$ cat config.mk
export PLATFORM = sky130hd
export DESIGN_NAME = sec_timer
export DESIGN_NICKNAME = d
export VERILOG_FILES = /design/src/rtl/sec_timer.sv
export SDC_FILE = /design/constraint.sdc
export NUM_CORES = 1
export LEC_CHECK = 0
export BUFFER_PORTS_ARGS = -buffer_cell sky130_fd_sc_hd__buf_2
export CAP_MARGIN = 10
export CORE_ASPECT_RATIO = 0.6
export CORE_UTILIZATION = 31
export CTS_CLUSTER_DIAMETER = 120
export CTS_CLUSTER_SIZE = 16
export DETAILED_ROUTE_END_ITERATION = 7
export HOLD_SLACK_MARGIN = 0.03
export PLACE_DENSITY = 0.5
export SLEW_MARGIN = 20
export SYNTH_ARGS = -nofsm -noshare
export SYNTH_HDL_FRONTEND = slang
export SYNTH_SLANG_ARGS = --single-unit
$ cat constraint.sdc
create_clock -name clk -period 3.82 [get_ports clk]
set_input_delay 0 -clock clk [delete_from_list [all_inputs] [get_ports clk]]
set_output_delay 0 -clock clk [all_outputs]
set_load 0.02 [all_outputs]
$ cat src/rtl/sec_timer.sv
// Purpose: OS seconds timer. Turns the 1 s square wave into clk-domain ticks and keeps uptime. Runs a countdown with a sticky irq.
// Latency: tick_pulse is high in the 3rd cycle after tick_in is first sampled high; count, irq and uptime update one cycle after tick_pulse.
// Backpressure: none. Strobes are consumed in the cycle they are sampled, and irq/overrun hold until irq_ack.
module sec_timer #(
  parameter int CNT_W       = 16,
  parameter int SYNC_STAGES = 2
) (
  input  logic             clk,
  input  logic             rst,
  input  logic             tick_in,
  input  logic             load,
  input  logic [CNT_W-1:0] load_val,
  input  logic             enable,
  input  logic             periodic,
  input  logic             irq_ack,
  output logic             tick_pulse,
  output logic [31:0]      uptime,
  output logic [CNT_W-1:0] count,
  output logic             running,
  output logic             irq,
  output logic             overrun
);

  typedef enum logic {IDLE, RUN} state_t;

  logic [SYNC_STAGES-1:0] sync_q;
  logic [SYNC_STAGES-1:0] vld_q;    // marks which sync stages hold real samples since reset
  logic                   s;
  logic                   s_vld;
  logic                   s_d;
  logic                   primed;
  logic [31:0]            uptime_q;
  state_t                 state_q, state_n;
  logic [CNT_W-1:0]       count_q, count_n;
  logic [CNT_W-1:0]       reload_q, reload_n;
  logic                   irq_q, irq_n;
  logic                   ovr_q, ovr_n;

  assign s     = sync_q[SYNC_STAGES-1];
  assign s_vld = vld_q[SYNC_STAGES-1];

  // Synchronise tick_in and track when the chain output is a genuine sample.
  always_ff @(posedge clk) begin
    if (rst) begin
      sync_q <= '0;
      vld_q  <= '0;
    end else begin
      sync_q <= {sync_q[SYNC_STAGES-2:0], tick_in};
      vld_q  <= {vld_q[SYNC_STAGES-2:0], 1'b1};
    end
  end

  // Edge detect; primed waits for a real low sample, so a level that is already high at reset release never counts as an edge.
  always_ff @(posedge clk) begin
    if (rst) begin
      s_d        <= 1'b0;
      primed     <= 1'b0;
      tick_pulse <= 1'b0;
      uptime_q   <= '0;
    end else begin
      s_d        <= s;
      primed     <= primed | (s_vld & ~s);
      tick_pulse <= primed & s & ~s_d;
      if (tick_pulse) uptime_q <= uptime_q + 32'd1;
    end
  end

  // Countdown state and sticky interrupt registers.
  always_ff @(posedge clk) begin
    if (rst) begin
      state_q  <= IDLE;
      count_q  <= '0;
      reload_q <= '0;
      irq_q    <= 1'b0;
      ovr_q    <= 1'b0;
    end else begin
      state_q  <= state_n;
      count_q  <= count_n;
      reload_q <= reload_n;
      irq_q    <= irq_n;
      ovr_q    <= ovr_n;
    end
  end

  // Next state: load beats enable beats tick. An expiry sets irq even when an ack arrives in the same cycle.
  always_comb begin
    state_n  = state_q;
    count_n  = count_q;
    reload_n = reload_q;
    irq_n    = irq_q & ~irq_ack;
    ovr_n    = ovr_q & ~irq_ack;
    case (state_q)
      IDLE: begin
        if (load) begin
          count_n  = load_val;
          reload_n = load_val;
        end else if (enable && count_q != '0) begin
          state_n = RUN;
        end
      end
      RUN: begin
        if (load) begin
          count_n  = load_val;
          reload_n = load_val;
          if (load_val == '0) state_n = IDLE;
        end else if (!enable) begin
          state_n = IDLE;
        end else if (tick_pulse) begin
          if (count_q > CNT_W'(1)) begin
            count_n = count_q - CNT_W'(1);
          end else if (count_q == CNT_W'(1)) begin
            irq_n = 1'b1;
            if (irq_q) ovr_n = 1'b1;
            if (periodic && reload_q != '0) begin
              count_n = reload_q;
            end else begin
              count_n = '0;
              state_n = IDLE;
            end
          end
        end
      end
      default: state_n = IDLE;
    endcase
  end

  assign uptime  = uptime_q;
  assign count   = count_q;
  assign running = (state_q == RUN);
  assign irq     = irq_q;
  assign overrun = ovr_q;

endmodule

; Word level (Yosys, flattened, before mapping)
; Index checks and enable logic that the tools add are counted.
[word_totals]
ff_bits = 74
wordCells = 68
[classes]
eq_ne = 5
n_mux = 32
bitwise = 10
n_addsub = 2
n_lt_le_gt_ge = 1
reduce_logical = 6
[ops]
columns = cell, count
row1 = 16-bit two-way mux, 7
row2 = "32-bit by 1-bit adder with 32-bit output, second input constant", 1
row3 = 16-bit case mux with 2 select lines, 1
row4 = 16-bit nonzero test, 2
row5 = 1-bit two-way mux, 23
row6 = "16-bit by 1-bit equality test with 1-bit output, second input constant", 1
row7 = "16-bit by 1-bit > comparator with 1-bit output, second input constant", 1
row8 = 16-bit zero test, 1
row9 = "16-bit by 1-bit subtractor with 16-bit output, second input constant", 1
row10 = "3-bit inequality test, second input constant", 2
row11 = 1-bit bitwise AND, 5
row12 = "4-bit by 2-bit inequality test with 1-bit output, second input constant", 1
row13 = 1-bit inverter, 4
row14 = 4-bit AND reduction, 1
row15 = 1-bit logical AND, 2
row16 = "2-bit inequality test, second input constant", 1
row17 = 1-bit case mux with 2 select lines, 1
row18 = 1-bit bitwise OR, 1

; Longest topological paths before layout
; Gate-level depths: netlist of run 1.
[logic_depth]
ltp_word = 9
depth_mapped = 7
depth_no_buf = 7

; Worst setup path after synthesis of run 1
; OpenSTA, ideal clock, no wires.
[synth_path]
path_type = register to register
start = reg count_q[0] (netlist: count[0])
end = reg count_q[10] (netlist: count[10])
arrival_ps = 1913
setup_time_ps = 133
required_time_ps = 3687
path_buffers = 0
slack_ps = 1773
stages_incl_launch_ff = 8
synth_period_minus_slack_ps = 2047
path_cell_list = dfxtp_1 > inv_1 > ha_1 > nor3b_1 > nand3_1 > xnor2_1 > a211oi_1 > nor4_2
[synth_via]
elab_chain_cells = 6
[synth_lines]
columns = item, line_no
row1 = from (decl), 34  ; logic [CNT_W-1:0] count_q, count_n;
row2 = from (signal assigned), 78  ; count_q <= count_n;
row3 = 16-bit by 1-bit subtractor with 16-bit output or 16-bit by 1-bit > comparator with 1-bit output (tied branches), "110, 109"
row4 = 16-bit two-way mux, 109  ; if (count_q > CNT_W'(1)) begin
row5 = 16-bit two-way mux, 108  ; end else if (tick_pulse) begin
row6 = 16-bit two-way mux, 106  ; end else if (!enable) begin
row7 = 16-bit two-way mux, 102  ; if (load) begin
row8 = 16-bit case mux with 2 select lines, 92  ; case (state_q)
; Several ways; a longest one is shown, not always the timed one. The select of a mux whose other input is x is not followed.
; A chain may end at the register's enable or synchronous reset.

; Worst setup path after layout of run 1
; Ends and elaborated chain as after synthesis.

==> results.py, run 1 <==
metrics = {
    "grt": {
        "busiest_layer": "met1",
        "grt_max_degree": 59,
        "grt_pass1_wl_mm": 17.5,
        "grt_pass1_vias": 3202,
        "gr-usage-all-layers": 0.187,
        "overflow": 0,
        "grt_use_met1": 0.282,
        "grt.met2_usage": 0.259,
        "antenna_found_initial": 0,
        "met3_usage": 0.0464,
    },
    "yosys": {
        "synth_fp_nets": 452,
        "ys_seq_area_frac": 0.402,
        "synthSimpleGateAreaFrac": 0.254,
        "synth_edf_count": 0,
        "synth_compound_area_frac": 0.161,
        "synthMuxAreaShare": 0.0489,
        "synth_cell_types": 58,
        "synth_warnings": 0,
        "synth-seq-cells": 74,
        "synthArstFlopShare": 0,
        "synth_top_family_by_area": "simple AND/OR/NAND/NOR gates",
        "synth_cells": 425,
        "yosysTopAreaCellShare": 0.402,
        "netlist_area_mm2": 0.00368,
        "synthTopCellsByArea": "dfxtp_1 (40%), xnor2_1 (5.9%), nor2_1 (5.9%)",
        "synth-adder-area-share": 0.0136,
        "ys.flop_type": "dfxtp_1",
        "synth_xor_area_frac": 0.0784,
        "synth_top_area_cell": "dfxtp_1",
        "avgSynthCellArea_um2": 8.67,
    },
    "sta": {
        "period_share": 0.693,
        "fin_skew_ns": 0.00631,
        "worstMarginPinSlew_ns": 0.975,
        "timing.fmax_mhz": 378,
        "hold_viol": 0,
        "slew_viol_final": 0,
        "period_needed_ns": 2.65,
        "grt_setup_unrepaired": "no",
        "tns_ns": 0,
        "setup_viol": 0,
        "slew-limit-headroom": 0.349,
    },
    "pwr": {
        "seqPwrFrac": 0.414,
        "ir_drop_uv": 196,
        "clockPowerShare": 0.455,
        "switching_share": 0.261,
        "power_leakage_nw": 1.87,
        "total_power_w": 0.00202,
        "p_comb_frac": 0.131,
        "p_switching_w": 0.000528,
        "power_density_mw_per_mm2": 429,
        "power_report.internal_total_w": 0.00149,
    },
    "layout": {
        "syn2layout_area_growth_pct": 27.7,
        "fill_cells": 1190,
        "n_antenna_cell": 0,
        "multi_input_area_mm2": 0.00206,
        "layoutNonFillerInstCount": 675,
        "drive_gt1_frac": 0.216,
        "layout.nets": 537,
        "layout_common_cells": "dfxtp_1 (74), buf_2 (74), nor2_1 (58)",
        "fin_area_mm2": 0.00470,
        "ff_latch_area_mm2": 0.00148,
    },
    "floorplanning": {
        "die_x_um": 143,
        "design.die.area_mm2": 0.0123,
        "io_pins": 75,
        "row_count": 30,
        "start_util": 0.322,
        "die-height_um": 86.5,
        "core_area_mm2": 0.0114,
    },
    "clock_network": {
        "clock-sinks": 74,
        "cts_tree": "built",
        "h-tree-depth": 3,
        "clockBufferDepth": 2,
        "cts-root-buf": "clkbuf_16",
        "clkTransAtPathRegs_ns": 0.06,
        "clk_latency_ns": 0.33,
        "ctsResizeCount": 0,
        "cts_buffers": 9,
    },
    "worst_setup_path": {
        "ff2ff_path_depth": 7,
        "critical_path_class": "flop to flop",
        "critPathCaptureType": "flop",
        "cp_top_family": "simple AND/OR/NAND/NOR gates",
        "critPathCapture": "count[10]",
        "cp_num_cells": 7,
        "crit_path_cell_trace": "inv_1, ha_1, nor3b_1, nand3_1, xnor2_1, a211oi_1, nor4_2",
        "worst-path-max-fanout": 7,
        "reg2reg_from": "count[0]",
        "required_ns": 4.01,
        "ff2ff_setup_slack_ns": 1.17,
        "worst-path-buf-inv": 1,
        "slowest_delay_ns": 0.83,
        "start_kind": "flop",
        "worst-endpoint-arrival_ns": 2.84,
        "cp_slowest_cell": "nor3b_1",
        "critPathLaunch": "count[0]",
        "reg2reg_to": "count[10]",
    },
    "min_path": {
        "min_path_cells": 3,
        "hold_class": "input port to flop",
    },
    "run_status": {
        "outcome": "complete, no violations",
    },
    "placed_design": {
        "placedInstanceArea_mm2": 0.00418,
        "hpwl_mm": 7.56,
        "gp_congestion": 0.867,
        "port-buffer-count": 74,
        "dp.cells": 639,
    },
    "detailed_routing": {
        "drc_errors": 0,
        "drt_wl_total_mm": 11.0,
        "vias": 3506,
        "vias_per_cell": 5.19,
        "avgRoutedWirePerCell_um": 16.3,
        "drtPass1Iterations": 5,
        "dr.first_iter.drc_count": 259,
        "ant_nets": 0,
    },
    "run": {
        "cap_viol_max_count": 0,
    },
}
-- kinds of logic after synthesis --
group	after synthesis
simple gates	178
compound gates	82
flops	74
buf+inv	36
xor+xnor	33
mux	18
fa+ha+maj	4
-- worst min-delay path, stage by stage --
cell and delay, ns:
buf_2 0.16, o41ai_2 0.11, a211oi_1 0.08
-- state kept, by name (all words and copies together), names as in the netlist --
| register | cells |
|---|---|
| reload_q | 16 |
| uptime | 32 |
| vld_q | 2 |
| sync_q | 2 |
| overrun | 1 |
| count | 16 |
| irq | 1 |
| primed | 1 |
| tick_pulse | 1 |
| s_d | 1 |
| running | 1 |
-- per-layer routing --
layer / wire length [µm] / up-vias
li1: - / 1718
met1: 5950 / 1662
met2: 4280 / 118
met3: 647 / 8
met4: 95 / 0
met5: 0 / -
-- worst min path at each step --
stage / startpoint / end / slack (ns)
floorplan: rst / count[9] / 0.10
global placement: tick_in / sync_q[0] / 0.23
detailed placement: tick_in / sync_q[0] / 0.23
CTS: periodic / running / 0.04
global route: periodic / running / 0.08
finish: periodic / running / 0.07
-- cell usage after synthesis, drive strengths merged, types with 2 or more instances --
library cell,n
or3,5
a41oi,2
a41o,3
o31ai,5
and3,4
nand4,11
o41ai,3
xor2,8
ha,4
buf,10
nand2,26
clkbuf,14
xnor2,25
a221oi,3
a211oi,6
o21ai,19
a22oi,2
nor3b,2
or4,5
a21oi,18
mux2i,18
nor3,16
nor4,13
and4,5
inv,12
and2,4
dfxtp,74
nor2,58
nor2b,4
a31oi,11
nand4b,2
nand3,19
-- layout make-up --
type / count / area share
repair buffers: 98 / 0.128
flip-flops and latches: 74 / 0.315
clock buffers: 11 / 0.0516
well taps: 160 / 0.0426
clock inverters: 5 / 0.0165
multi-input cells: 315 / 0.437
inverters: 12 / 0.00957
-- through the flow --
| stage | worst slack, ns | util | hold WS, ns |
|---|---|---|---|
| 2_1_floorplan | 1.77 | - | 0.103 |
| 3_3_place_gp | 1.26 | 0.365 | 0.234 |
| 4_1_cts | 1.16 | 0.410 | 0.0400 |
| 5_1_grt | 0.991 | 0.411 | 0.0821 |
| 6_report | 1.17 | 0.411 | 0.0656 |
| 3_5_place_dp | 1.18 | 0.365 | 0.232 |
-- power by group through the flow --
stage	combinational, W	sequential (W)	clock [W]
floorplan	0.000156	0.000859	0
global placement	0.000244	0.000851	0
detailed placement	0.000245	0.000852	0
CTS	0.000261	0.000835	0.000942
global route	0.000287	0.000839	0.000974
finish	0.000264	0.000836	0.000919
-- repair_timing --
action                    4_1_cts  5_1_grt
hold endpoints to repair       24        0
hold buffers                   20        0
setup buffers                   0        0
Note: power is estimated with default switching activity, not from simulation.
==> inputs of run 2 (changes only) <==
==> constraint.sdc (replaced) <==
create_clock -name clk -period 2.6 [get_ports clk]
set_input_delay 0 -clock clk [delete_from_list [all_inputs] [get_ports clk]]
set_output_delay 0 -clock clk [all_outputs]
set_load 0.02 [all_outputs]
==> run 2 against run 1 <==
Worst setup slack lost 0.93 ns. Sequential cell count is the same. Worst hold slack gained 0.0020 ns. Critical path depth shrank 1. Maximum frequency grew 12%. Utilization grew 0.86 points. Largest cell class unchanged. First-iteration DRC count grew 32%. Die area is the same.
==> results.py, run 2 (same netlist as run 1, synthesis figures left out) <==
metrics = {
    "pwr": {
        "p_switching_w": 0.000796,
        "ir_drop_uv": 328,
        "switching_share": 0.265,
        "power_density_mw_per_mm2": 625,
        "p_comb_frac": 0.141,
        "power_report.internal_total_w": 0.00221,
        "clockPowerShare": 0.451,
        "seqPwrFrac": 0.408,
        "power_leakage_nw": 1.94,
    },
    "detailed_routing": {
        "avgRoutedWirePerCell_um": 16.4,
        "drc_errors": 0,
        "vias_per_cell": 5.26,
        "ant_nets": 0,
        "drt_wl_total_mm": 11.3,
        "vias": 3606,
        "drtPass1Iterations": 6,
        "dr.first_iter.drc_count": 342,
    },
    "placed_design": {
        "hpwl_mm": 7.93,
        "placedInstanceArea_mm2": 0.00428,
        "port-buffer-count": 74,
        "gp_congestion": 0.863,
    },
    "clock_network": {
        "clk_latency_ns": 0.33,
        "cts-root-buf": "clkbuf_16",
        "clockBufferDepth": 2,
        "clock-sinks": 74,
        "cts_tree": "built",
        "cts_buffers": 9,
        "clkTransAtPathRegs_ns": 0.06,
        "h-tree-depth": 3,
    },
    "worst_setup_path": {
        "critical_path_class": "flop to flop",
        "worst-path-max-fanout": 7,
        "slowest_delay_ns": 0.56,
        "start_kind": "flop",
        "worst-endpoint-arrival_ns": 2.64,
        "required_ns": 2.88,
        "worst-path-buf-inv": 1,
        "critPathCaptureType": "flop",
        "crit_path_cell_trace": "nor2_1, and4b_1, and3_1, nand2_1, a21oi_1, dlygate4sd3_1",
        "cp_top_family": "simple AND/OR/NAND/NOR gates",
        "cp_slowest_cell": "dlygate4sd3_1",
    },
    "grt": {
        "grt_pass1_vias": 3181,
        "antenna_found_initial": 0,
        "gr-usage-all-layers": 0.191,
        "grt_max_degree": 59,
        "overflow": 0,
        "grt_pass1_wl_mm": 17.7,
    },
    "layout": {
        "fin_area_mm2": 0.00480,
        "layout.nets": 549,
        "drive_gt1_frac": 0.234,
        "largest_register_ffs": 32,
        "syn2layout_area_growth_pct": 30.4,
        "layout_common_cells": "dfxtp_1 (74), buf_2 (74), nor2_1 (58)",
        "n_antenna_cell": 0,
    },
    "sta": {
        "worstMarginPinSlew_ns": 0.913,
        "grt_setup_unrepaired": "no",
        "hold_viol": 0,
        "slew_viol_final": 0,
        "tns_ns": 0,
        "timing.fmax_mhz": 424,
        "setup_viol": 0,
        "fin_skew_ns": 0.00613,
        "period_share": 0.907,
        "period_needed_ns": 2.36,
        "slew-limit-headroom": 0.391,
    },
    "run": {
        "cap_viol_max_count": 0,
    },
    "floorplanning": {
        "io_pins": 75,
        "core_area_mm2": 0.0114,
        "start_util": 0.322,
        "die-height_um": 86.5,
        "die_x_um": 143,
        "row_count": 30,
        "design.die.area_mm2": 0.0123,
    },
    "min_path": {
        "hold_class": "input port to flop",
    },
    "run_status": {
        "outcome": "complete, no violations",
    },
}
## run 2: cell types whose count changed in the layout (fill, tap and decap cells not counted)
cell	before	now
a41oi_1	1	2
clkinvlp_4	1	0
nor4_2	2	3
buf_4	4	15
buf_12	0	1
clkbuf_1	1	0
a41oi_2	1	0
nor4_1	10	9
clkinv_4	0	1
## run 2: final cells by class
type	count	area (µm²)
Fill cell	1163	6650
Multi-Input combinational cell	315	2060
Sequential cell	74	1480
Timing Repair Buffer	110	703
Clock buffer	10	239
Tap cell	160	200
Clock inverter	5	78.8
Inverter	12	45.0
## run 2: power by group through the flow
stage / logic, W / registers, W / clock network, W
4_1_cts: 0.000417 / 0.00122 / 0.00137
3_3_place_gp: 0.000395 / 0.00125 / 0
5_1_grt: 0.000458 / 0.00123 / 0.00143
2_1_floorplan: 0.000230 / 0.00126 / 0
3_5_place_dp: 0.000393 / 0.00125 / 0
6_report: 0.000424 / 0.00122 / 0.00135
## run 2: path summary, 6_finish.rpt
| check | startpoint | endpoint | slack, ns | cells after the start |
|---|---|---|---|---|
| worst max-delay path | count[8] | irq | 0.24 | 6 |
| worst min register to register | s_d | tick_pulse | 0.40 | 1 |
| worst max register to register | count[8] | irq | 0.24 | 6 |
| worst min-delay path | periodic | running | 0.07 | 3 |
## run 2: what timing repair did
action | CTS | global route
endpoints found under the setup margin | 0 | 3
hold endpoints to repair | 24 | 0
hold buffers | 20 | 0
setup buffers | 0 | 0
resized for setup | 0 | 1
## run 2: stage by stage
| stage | total power, W | hold WS [ns] | instances | utilization | setup slack, ns |
|---|---|---|---|---|---|
| floorplan | 0.00149 | 0.103 | 425 | - | 0.553 |
| global placement | 0.00164 | 0.234 | 651 | 0.374 | 0.293 |
| detailed placement | 0.00164 | 0.227 | 651 | 0.374 | 0.272 |
| CTS | 0.00301 | 0.0395 | 686 | 0.419 | 0.150 |
| global route | 0.00312 | 0.0593 | 686 | 0.420 | 0.104 |
| finish | 0.00300 | 0.0676 | 686 | 0.420 | 0.242 |
## run 2: layer usage
metal,share of wire,GRT usage
met1,0.53,0.300
met2,0.38,0.248
met3,0.076,0.0470
met4,0.010,0.0518
met5,0,0
## run 2: worst min-delay path: stages
cell and delay (ns):
buf_2 0.16, o41ai_2 0.11, a211oi_1 0.08
==> inputs of run 3 (changes only) <==
--- a/config.mk
+++ b/config.mk
@@ -5,6 +5,7 @@
 export SDC_FILE = /design/constraint.sdc
 export NUM_CORES = 1
 export LEC_CHECK = 0
+export ABC_AREA = 1
 export BUFFER_PORTS_ARGS = -buffer_cell sky130_fd_sc_hd__buf_2
 export CAP_MARGIN = 10
 export CORE_ASPECT_RATIO = 0.6
==> constraint.sdc (replaced) <==
create_clock -name clk -period 2.6 [get_ports clk]
set_input_delay 0 -clock clk [delete_from_list [all_inputs] [get_ports clk]]
set_output_delay 0 -clock clk [all_outputs]
set_load 0.1 [all_outputs]
==> run 3 against run 2 <==
Final area up 5.9%. Die area up 11%. Count of clock-buffer cells in the layout is 1 higher. First-iteration DRC count up 15%. Global-route usage grew 1.5 points. Worst hold slack got worse by 0.028 ns. Cell count increased by 30%. Non-clock buffer count decreased by 14. Combinational power is 32% higher. Utilization down 2.4 points. Sequential share of layout area down 1.7 points. Critical endpoint is now count[0].
==> results.py, run 3 <==
metrics = {
    "sta": {
        "grt_setup_unrepaired": "no",
        "hold_viol": 0,
        "whs_ns": 0.0393,
        "timing.fmax_mhz": 513,
        "worstMarginPinSlew_ns": 0.662,
        "setup_viol": 0,
        "fin_skew_ns": 0.00820,
        "period_share": 0.749,
        "finalWorstSetupSlack_ns": 0.652,
        "tns_ns": 0,
        "period_needed_ns": 1.95,
        "slew_viol_final": 0,
        "slew-limit-headroom": 0.558,
    },
    "yosys": {
        "synth_xor_area_frac": 0.0214,
        "synth_warnings": 0,
        "synth_edf_count": 0,
        "synth_top_family_by_area": "simple AND/OR/NAND/NOR gates",
        "synth_compound_area_frac": 0.123,
        "synthMuxAreaShare": 0,
        "synth_cell_types": 39,
        "synth_cells": 630,
        "synthArstFlopShare": 0,
        "synthTopCellsByArea": "dfxtp_1 (36%), nand2_1 (12%), nor2_1 (10%)",
        "synth_fp_nets": 657,
        "synth_commonest_cells": "nand2_1 (135), nor2_1 (114), dfxtp_1 (74), inv_1 (68), nand3_1 (53)",
        "synth_top_area_cell": "dfxtp_1",
        "yosysTopAreaCellShare": 0.363,
        "ys_seq_area_frac": 0.363,
        "synth-adder-area-share": 0.0122,
        "avgSynthCellArea_um2": 6.49,
        "synthSimpleGateAreaFrac": 0.392,
        "synth-seq-cells": 74,
        "ys.flop_type": "dfxtp_1",
        "netlist_area_mm2": 0.00409,
        "yosysMostFrequentCell": "nand2_1",
    },
    "grt": {
        "grt_max_degree": 46,
        "overflow": 0,
        "grt_pass1_wl_mm": 21.3,
        "grt_pass1_vias": 3822,
        "antenna_found_initial": 0,
        "gr-usage-all-layers": 0.206,
    },
    "worst_setup_path": {
        "cp_slowest_cell": "o21ai_2",
        "ff2ff_setup_slack_ns": 0.65,
        "crit_path_cell_trace": "inv_1, ha_1, nand2_4, nor2_8, o21ai_2, nand2_1, nand3_1, nand3_1, nand2_1, inv_1",
        "start_kind": "flop",
        "slowest_delay_ns": 0.42,
        "worst-endpoint-arrival_ns": 2.18,
        "reg2reg_from": "count[0]",
        "required_ns": 2.83,
        "ff2ff_path_depth": 10,
        "worst-path-max-fanout": 13,
        "critical_path_class": "flop to flop",
        "critPathCaptureType": "flop",
        "reg2reg_to": "count[0]",
    },
    "detailed_routing": {
        "drc_errors": 0,
        "dr.first_iter.drc_count": 395,
        "vias": 4316,
        "drtPass1Iterations": 5,
        "ant_nets": 0,
        "vias_per_cell": 4.82,
        "drt_wl_total_mm": 13.3,
        "avgRoutedWirePerCell_um": 14.8,
    },
    "placed_design": {
        "gp_congestion": 0.893,
        "port-buffer-count": 74,
        "pre_cts_slack_ns": 0.675,
        "hpwl_mm": 10.0,
    },
    "min_path": {
        "hold_class": "input port to flop",
        "min_to": "reload_q[4]",
        "min_path_cells": 3,
        "min_from": "load_val[4]",
    },
    "layout": {
        "layout_commonest_cell": "nand2_1",
        "fill_cells": 1349,
        "syn2layout_area_growth_pct": 24.5,
        "layout.nets": 747,
        "largest_register_ffs": 32,
        "drive_gt1_frac": 0.164,
        "n_antenna_cell": 0,
        "layout_common_cells": "nand2_1 (135), nor2_1 (114), dfxtp_1 (74), buf_2 (74), inv_1 (68)",
    },
    "floorplanning": {
        "core_area_mm2": 0.0129,
        "io_pins": 75,
        "start_util": 0.318,
        "row_count": 32,
        "die-height_um": 90.9,
        "design.die.area_mm2": 0.0137,
        "die_x_um": 150,
    },
    "clock_network": {
        "cts-root-buf": "clkbuf_16",
        "clkTransAtPathRegs_ns": 0.06,
        "cts_tree": "built",
        "cts_buffers": 9,
        "ctsResizeCount": 0,
        "clk_latency_ns": 0.33,
        "clock-sinks": 74,
        "h-tree-depth": 3,
        "clockBufferDepth": 2,
    },
    "pwr": {
        "ir_drop_uv": 321,
        "power_density_mw_per_mm2": 601,
        "power_leakage_nw": 2.27,
    },
    "run_status": {
        "outcome": "complete, no violations",
    },
    "run": {
        "cap_viol_max_count": 0,
    },
}
## run 3: area by class of cell
| class | instances | area [µm²] | area share |
|---|---|---|---|
| clock inverter | 5 | 62.6 | 0.0123 |
| tap | 170 | 213 | 0.0418 |
| timing repair buffer | 96 | 576 | 0.113 |
| clock buffer | 11 | 243 | 0.0477 |
| inverter | 72 | 273 | 0.0536 |
| multi-input combinational | 467 | 2240 | 0.440 |
| sequential | 74 | 1480 | 0.291 |
## run 3: per-layer routing
layer	routed length (µm)	global-route usage	vias to the layer above
met3	796	0.0528	8
li1	-	-	2226
met1	7760	0.346	1974
met4	72	0.0404	0
met2	4640	0.244	108
met5	0	0	-
## run 3: worst max-delay path by stage
stage                          from         end  slack [ns]  cells after the start
after floorplan            count[0]    count[0]        0.16                     11
after global placement     count[0]    count[0]        0.68                     10
after detailed placement  uptime[0]  uptime[20]        0.68                      8
after CTS                 uptime[0]  uptime[20]        0.66                      8
after global routing      uptime[0]  uptime[20]        0.40                      8
final                      count[0]    count[0]        0.65                     10
## run 3: timing repair
item | 4_1_cts | 5_1_grt
endpoints found under the hold margin | 17 | 0
setup endpoints to repair | 0 | 0
hold buffers | 16 | 0
buffers inserted | 0 | 0
## run 3: cells by family after synthesis
group	Yosys count
xor gates and xnor gates	10
DFF	74
and+or+nand+nor	357
AOI/OAI and AO/OA	96
buffers and inverters	89
adders and majority gates	4
## run 3: power breakdown
| group | leakage [nW] | switching (W) | internal, W |
|---|---|---|---|
| logic | 1.52 | 0.000410 | 0.000151 |
| clock network | 0.142 | 0.000502 | 0.000775 |
| registers | 0.606 | 0.0000447 | 0.00118 |
## run 3: stage by stage
stage / instances / utilization / instance area [µm²] / power [W]
after floorplan: 630 / - / 4090 / 0.00165
after global placement: 863 / 0.360 / 4620 / 0.00178
after detailed placement: 863 / 0.360 / 4620 / 0.00178
after CTS: 895 / 0.396 / 5090 / 0.00309
after global routing: 895 / 0.396 / 5090 / 0.00321
final: 895 / 0.396 / 5090 / 0.00306
## run 3: worst max-delay path, delay by kind of cell (launching register included)
family,cells,cell delay (ns)
compound gates,1,0.42
buf+inv,2,0.13
flops,1,0.39
simple gates,6,0.63
fa+ha+maj,1,0.27
